===== src/rtl/banana_drop_controller.sv =====
// Enemy banana bomb sequencer: accepts a launch, drops the bomb one step per video frame,
// retires it on collision or at the screen bottom, then holds off re-fire for a cooldown.
module banana_drop_controller #(
   parameter int unsigned FALL_SPEED      = 4,
   parameter int unsigned SCREEN_BOTTOM   = 479,
   parameter int unsigned OBJECT_HEIGHT   = 32,
   parameter int unsigned HIT_HOLD_FRAMES = 8,
   parameter int unsigned COOLDOWN_FRAMES = 30
) (
   input  logic        clk,
   input  logic        resetN,
   input  logic        startOfFrame,
   input  logic        gameActive,
   input  logic        fireReq,
   input  logic [10:0] fireX,
   input  logic [10:0] fireY,
   input  logic        collision,
   output logic [10:0] topLeftX,
   output logic [10:0] topLeftY,
   output logic        appear,
   output logic        fireAck,
   output logic        bananaHit,
   output logic        busy
);

   localparam int unsigned CntMax = (HIT_HOLD_FRAMES > COOLDOWN_FRAMES) ? HIT_HOLD_FRAMES
                                                                          : COOLDOWN_FRAMES;
   localparam int unsigned CntW   = (CntMax < 1) ? 1 : $clog2(CntMax + 1);

   localparam logic [CntW-1:0] HitLast  = CntW'(HIT_HOLD_FRAMES - 1);
   localparam logic [CntW-1:0] CoolLast = CntW'((COOLDOWN_FRAMES == 0) ? 0 : COOLDOWN_FRAMES - 1);
   localparam logic [12:0]     BottomLimit = 13'(SCREEN_BOTTOM + 1);

   typedef enum logic [1:0] {StIdle, StFall, StHit, StCooldown} state_t;

   state_t          r_state, w_state_nxt;
   logic [CntW-1:0] r_cnt, w_cnt_nxt;
   logic [10:0]     r_x, w_x_nxt;
   logic [10:0]     r_y, w_y_nxt;
   logic            r_ack, w_ack_nxt;
   logic            r_hit, w_hit_nxt;
   logic            r_appear, r_busy;

   logic [11:0]     w_next_y;
   logic [12:0]     w_next_bottom;
   logic            w_past_bottom;

   // Candidate step is widened so a launch near the 11-bit ceiling cannot wrap.
   assign w_next_y      = {1'b0, r_y} + 12'(FALL_SPEED);
   assign w_next_bottom = {1'b0, w_next_y} + 13'(OBJECT_HEIGHT);
   assign w_past_bottom = (w_next_bottom > BottomLimit);

   always_comb begin
      w_state_nxt = r_state;
      w_cnt_nxt   = r_cnt;
      w_x_nxt     = r_x;
      w_y_nxt     = r_y;
      w_ack_nxt   = 1'b0;
      w_hit_nxt   = 1'b0;

      if (!gameActive) begin
         w_state_nxt = StIdle;
         w_cnt_nxt   = '0;
      end else begin
         unique case (r_state)
            StIdle: begin
               if (fireReq) begin
                  w_x_nxt     = fireX;
                  w_y_nxt     = fireY;
                  w_ack_nxt   = 1'b1;
                  w_cnt_nxt   = '0;
                  w_state_nxt = StFall;
               end
            end
            StFall: begin
               if (collision) begin
                  w_hit_nxt   = 1'b1;
                  w_cnt_nxt   = '0;
                  w_state_nxt = StHit;
               end else if (startOfFrame) begin
                  if (w_past_bottom) begin
                     w_cnt_nxt   = '0;
                     w_state_nxt = StCooldown;
                  end else begin
                     w_y_nxt = w_next_y[10:0];
                  end
               end
            end
            StHit: begin
               if (startOfFrame) begin
                  if (r_cnt == HitLast) begin
                     w_cnt_nxt   = '0;
                     w_state_nxt = StCooldown;
                  end else begin
                     w_cnt_nxt = r_cnt + CntW'(1);
                  end
               end
            end
            StCooldown: begin
               if (COOLDOWN_FRAMES == 0) begin
                  w_cnt_nxt   = '0;
                  w_state_nxt = StIdle;
               end else if (startOfFrame) begin
                  if (r_cnt == CoolLast) begin
                     w_cnt_nxt   = '0;
                     w_state_nxt = StIdle;
                  end else begin
                     w_cnt_nxt = r_cnt + CntW'(1);
                  end
               end
            end
            default: begin
               w_cnt_nxt   = '0;
               w_state_nxt = StIdle;
            end
         endcase
      end
   end

   always_ff @(posedge clk or negedge resetN) begin
      if (!resetN) begin
         r_state  <= StIdle;
         r_cnt    <= '0;
         r_x      <= '0;
         r_y      <= '0;
         r_ack    <= 1'b0;
         r_hit    <= 1'b0;
         r_appear <= 1'b0;
         r_busy   <= 1'b0;
      end else begin
         r_state  <= w_state_nxt;
         r_cnt    <= w_cnt_nxt;
         r_x      <= w_x_nxt;
         r_y      <= w_y_nxt;
         r_ack    <= w_ack_nxt;
         r_hit    <= w_hit_nxt;
         // Registered from the next state so appear/busy track the state on the same edge.
         r_appear <= (w_state_nxt == StFall);
         r_busy   <= (w_state_nxt != StIdle);
      end
   end

   assign topLeftX  = r_x;
   assign topLeftY  = r_y;
   assign appear    = r_appear;
   assign fireAck   = r_ack;
   assign bananaHit = r_hit;
   assign busy      = r_busy;

endmodule


===== config.mk =====
export PLATFORM = sky130hd
export DESIGN_NAME = banana_drop_controller
export DESIGN_NICKNAME = d
export VERILOG_FILES = /design/src/rtl/banana_drop_controller.sv
export SDC_FILE = /design/constraint.sdc
export NUM_CORES = 1
export LEC_CHECK = 0
export BUFFER_PORTS_ARGS = -buffer_cell sky130_fd_sc_hd__buf_2
export CAP_MARGIN = 20
export CORE_AREA = 2 2 63 65
export DETAILED_ROUTE_END_ITERATION = 7
export DIE_AREA = 0 0 65 67
export GPL_ROUTABILITY_DRIVEN = 0
export HOLD_SLACK_MARGIN = 0.08
export PLACE_DENSITY = 0.94
export SLEW_MARGIN = 40
export SYNTH_ARGS = -nofsm -noshare
export SYNTH_HDL_FRONTEND = slang
export SYNTH_SLANG_ARGS = --single-unit

===== constraint.sdc =====
create_clock -name clk -period 8.5 [get_ports clk]
set_input_delay 1.7 -clock clk [delete_from_list [all_inputs] [get_ports clk]]
set_output_delay 1.7 -clock clk [all_outputs]
set_load 0.05 [all_outputs]

* After elaboration in Yosys (flattened, before gate mapping)
Index checks and enable logic that the tools add are counted.
** Storage, ports and cells
- Output and inout bits :: 26
- Input port bits :: 28
- Logic and storage cells :: 64
- Bits in registers :: 33
** Cells by class
- Reduce and logical (&&, ||, !) cells :: 6
- Mux-type cells :: 31
- Equal/unequal tests :: 15
- Add/sub/neg operators :: 3
- Order comparisons :: 1
** Operators by type and width (number)
- 5-bit two-way mux :: 9
- 11-bit two-way mux :: 4
- 11-bit case mux with 2 select lines :: 1
- 5-bit case mux with 4 select lines :: 1
- 2-bit two-way mux :: 9
- 12-bit by 6-bit adder with 13-bit output, second input constant :: 1
- 13-bit by 9-bit greater-than comparator with 1-bit output, second input constant :: 1
- 11-bit by 3-bit adder with 12-bit output, second input constant :: 1
- 3-bit inequality test, second input constant :: 3
- 2-bit inequality test, second input constant :: 4
- 4-bit inequality test, second input constant :: 2
- 2-bit case mux with 4 select lines :: 1
- 1-bit two-way mux :: 6
- 6-bit AND reduction :: 1
- 5-bit by 1-bit adder with 5-bit output, second input constant :: 1
- 5-bit by 3-bit equality test with 1-bit output, second input constant :: 1
- 5-bit equality test, second input constant :: 1
- 5-bit AND reduction :: 1
- 2-bit by 1-bit equality test with 1-bit output, second input constant :: 2
- 2-bit equality test, second input constant :: 2
- 2-bit nonzero test :: 2
- 3-bit AND reduction :: 1
- 2-bit logical NOT :: 1

* Longest topological paths before layout
- Word-level depth :: 9
- Gate-level depth with buffers :: 16
- Mapped depth without buffers :: 13

* Worst setup path after synthesis
No wires, ideal clock.
- Path kind :: register -> register
- From :: reg r_y[2] (netlist: topLeftY[2])
- To :: reg r_y[8] (netlist: topLeftY[8])
- Buffers on the path :: 3
- Data required time :: 8.373 ns
- Arrival :: 3.234 ns
- Setup slack :: 5.139 ns
- Stages on the path, launching flop included :: 17
- Setup time :: 0.127 ns
- Clock period less this slack :: 3.361 ns
- Cell sequence :: dfrtp_1 -> ha_1 -> buf_4 -> and2_1 -> nand2_1 -> xnor2_1 -> ha_1 -> clkbuf_1 -> nand2b_1 -> o311ai_0 -> a31oi_1 -> a311oi_1 -> a32oi_1 -> o21ai_2 -> buf_6 -> a211oi_1 -> o32a_2
** On the way
- Word-level cells in the longest chain between the ends :: 5
- Elaborated cells on any way between the ends :: 9
- Those cells by class :: 2 x add/sub; 1 x order compare; 1 x eq/ne; 4 x mux; 1 x reduce/logical
** RTL lines
- start: declaration :: line 39 : logic [10:0] r_y, w_y_nxt;
- start signal: assignment :: line 134 : r_y <= w_y_nxt;
- 11-bit by 3-bit adder with 12-bit output (*) :: line 49 : assign w_next_y = {1'b0, r_y} + 12'(FALL_SPEED);
- 12-bit by 6-bit adder with 13-bit output or 11-bit two-way mux (tied branches) :: line 50, 81
- 13-bit by 9-bit greater-than comparator with 1-bit output or 11-bit two-way mux (tied branches) :: line 51, 80
- 2-bit inequality test (no line) or 11-bit two-way mux (tied branches)
- 6-bit AND reduction (no line) or 11-bit case mux with 2 select lines (tied branches)
Every way passes the cells marked *; elsewhere a longest branch is shown, timed or not. The select of a mux whose other input is x is not followed.
A chain may end at the register's enable or synchronous reset.

* Final worst setup path
- From :: reg r_y[2] (netlist: topLeftY[2])
- To :: reg r_y[3] (netlist: topLeftY[3])
Same word-level chain as after synthesis.

==> results.txt <==
The flow ran to the end, and the final reports show no timing, DRC or antenna violations. The number of nets at the end of the flow is 313. Dividing the detail-routed via count by the number of cells gives 5.90. The count of instances resized after the clock tree is built came out at 0. The number of rows in the core area is 22. Counting flops with a built-in enable in the synthesized netlist gives 0.

The time the worst path needs with I/O delays and setup came out at 3670 ps. The die boundary width is 65 um. The post-CTS setup buffer count came out at 0.

The share of total power consumed by net switching came out at 51.6%. For this design, the slowest cell found on the critical path is dfrtp_1. The internal power summed over all cells came out at 0.000378 W. The fraction of power consumed by sequential logic is 33.3%. The slew of the pin with the lowest slew margin is 683 ps. The post-layout instance count excluding filler cells is 328. The type of destination of the critical path is a register. The number of nets handed over by synthesis was 267. The fraction of final layout cells with drive strength greater than 1 is 25.0%.

For this run the aggregate overflow at the end of global routing stands at 0. The distinct cell type count after synthesis came out at 54. Across the VDD grid, the largest voltage drop is 199 uV.

The diode insertion count for antenna repair came out at 0. Setup repair after global routing left no endpoint under its margin. The count of unresolved DRC violations after routing is 0.

The number of pins exceeding their max-slew limit in the final report was 0. In the synthesized netlist the dominant register cell turns out to be dfrtp_1. The number of antenna violations at the first check in global routing is 0. The count of mapped cells out of synthesis came out at 233. The yosys synthesis warning count came out at 0. The detailed router's first-iteration violation count is 218. The number of hold-slack violations in the final timing report was 0. The worst setup path is of the reg -> reg kind. Setup violations remaining at the end of the flow were counted as 0.

The number of H-tree levels is 2. The register area share after synthesis came out at 41.0%. The average wire per standard cell came out at 14.7 um. The kind of cell with the highest combined delay on the critical path is compound AO/OA/AOI/OAI gates. The floorplan step defined a die boundary enclosing 0.00436 mm2. The total via count in the routed design is 1,935. The utilization after layout is 64.8%. The cell at the root of the clock tree is clkbuf_8. The number of I/O port buffers is 53. The global-route usage over all layers came out at 24.7%.

Walking the worst path, the cells encountered are ha_1 > and2_1 > nand2_1 > xnor2_1 > ha_1 > nor4bb_1 > o21ai_0 > o21ai_0 > a311oi_1 > a32oi_1 > o21ai_2 > o21ai_2 > mux2_2. The number of instances in the placed design is 320. The net switching component of the power is 0.000403 W. The highest clock rate came out at 273 MHz. The worst path buffer plus inverter count came out at 0. Summed over all failing endpoints, the final setup total negative slack is 0 ps. The global-route wire length before repair is 8.14 mm. The wire-length estimate of the detail-placed layout is 3.56 mm. The worst path setup slack after routing came out at 4830 ps. The worst-skew pair later-pin latency is 290 ps.

In this design, the stage delay of the slowest critical-path cell is 540 ps. The cell area power density is 334 mW/mm2. The area inside the core boundary is 0.00361 mm2.

The share of total power dissipated in combinational logic is 52.4%. The share of synthesized registers carrying an async set or reset came out at 100%. The final clock period utilization by the worst path is 43.2%. The relative contribution of the clock network to total power came out at 14.3%. The detail route stage leaves a number of antenna-violating nets equal to 0. Max-cap violations in this run came to 0. Entering global routing, the biggest net connects 34 pins. TritonCTS built the clock tree. The maximum fanout count along the critical path came out at 11.

In this run the worst hold path is classified as reg -> reg. The layout overhead on the synthesized area came out at 16.2%. The die span in y is 67 um. The number of clock sinks seen by CTS is 33.

In this run the tightest slew margin relative to its limit is 54.4%. The routed wire length came out at 4.84 mm. The number of hold buffers added after CTS was 0. The starting density of the core came out at 55.8%. The flop and latch count out of synthesis is 33.

The startpoint type of the worst setup path is a register. The worst slack at placement is 4810 ps. The first-pass iteration count of the detailed router is 4.

The endpoint required time on the critical path is 8670 ps. For this design the static power due to leakage is 1.11 nW. Data on the critical path arrives at its endpoint at 3840 ps.

The worst clock skew on the final layout is 6.65 ps. The number of buffers inserted during clock tree synthesis came out at 5. The number of global-route vias before repair is 1,870. After clock tree synthesis, the clock-pin slew on the worst setup and hold paths is 60 ps. After synthesis the cells add up to 0.00201 mm2.

The top-level I/O count is 54. The mean post-synth cell area is 8.63 um2. The total chip power is 0.000781 W. The number of buffers between clock root and the deepest sink is 2.
sequential cells by signal, indices dropped and copies added (netlist names):
name	cells
topLeftY	11
r_state	2
bananaHit	1
topLeftX	11
appear	1
r_cnt	5
busy	1
fireAck	1
cell usage after synthesis (3+ instances only):
library cell	count	area, um2
a21oi_1	7	35.0
a31oi_1	6	37.5
and2_1	3	18.8
buf_2	3	15.0
buf_4	3	22.5
clkbuf_1	6	22.5
dfrtp_1	33	826
ha_1	6	75.1
inv_1	6	22.5
mux2i_1	3	30.0
nand2_1	60	225
nand3_1	10	50.1
nand4_1	3	18.8
nor2_1	12	45.0
nor2b_1	5	31.3
nor3_1	3	15.0
o21a_1	3	22.5
o21ai_0	6	30.0
o31ai_1	4	30.0
xnor2_1	3	26.3
cell type report:
type	count	area, um2
fillers	310	1270
multi-input cells	179	1080
flip-flops and latches	33	826
repair buffers	53	265
clock buffers	8	80.1
well taps	48	60.1
inverters	7	26.3
kinds of logic (layout without fill, tap and decap cells):
logic type / count (synthesis) / in the layout / share of synthesized area (%)
compound gates: 54 / 54 / 20.1
xor+xnor: 3 / 3 / 1.31
fa+ha+maj: 6 / 6 / 3.73
buf+inv: 21 / 68 / 5.41
flops: 33 / 33 / 41.0
mux: 5 / 5 / 2.61
simple gates: 111 / 111 / 25.8
worst paths after layout:
check	start	to	slack, ps	cells after the start
hold / removal	topLeftX[10]	topLeftX[10]	480	2
min in group asynchronous	resetN	busy	1450	1
setup / recovery	topLeftY[2]	topLeftY[3]	4830	13
hold reg to reg	topLeftX[10]	topLeftX[10]	480	2
setup reg to reg	topLeftY[2]	topLeftY[3]	4830	13
max in group asynchronous	resetN	topLeftY[3]	6610	1
tightest hold or removal path: cells and delay by family, from the launching register on:
kind          cells  cell delay (ps)
flops             1              340
simple gates      2              100
cell usage in the layout (no fill, tap or decap), types with 5 or more instances in the layout:
cell type | Yosys | final
ha_1 | 6 | 6
a31oi_1 | 6 | 6
nand3_1 | 10 | 10
nand2_1 | 60 | 60
dfrtp_1 | 33 | 33
a21oi_1 | 7 | 7
nor2_1 | 12 | 12
inv_1 | 6 | 6
o21ai_0 | 6 | 6
buf_2 | 3 | 53
clkbuf_8 | 0 | 5
metal layers:
layer,share of wire [%],vias up,GRT usage [%]
li1,-,933,-
met1,41,908,29.9
met4,2.3,0,12.8
met2,49,81,41.8
met5,0,-,0
met3,7.9,13,4.90
power by group through the flow:
stage | combinational (W) | sequential, W | clock, W
2_1_floorplan | 0.000224 | 0.000364 | 0
3_3_place_gp | 0.000398 | 0.000259 | 0
3_5_place_dp | 0.000408 | 0.000260 | 0
4_1_cts | 0.000410 | 0.000258 | 0.000114
5_1_grt | 0.000445 | 0.000269 | 0.000120
6_report | 0.000410 | 0.000260 | 0.000111
stage by stage:
stage          area (um2)  hold slack [ps]
2_1_floorplan        2010              503
3_3_place_gp         2250              463
3_5_place_dp         2250              461
4_1_cts              2330              478
5_1_grt              2340              504
6_report             2340              478
(Power assumes the default switching activity.)
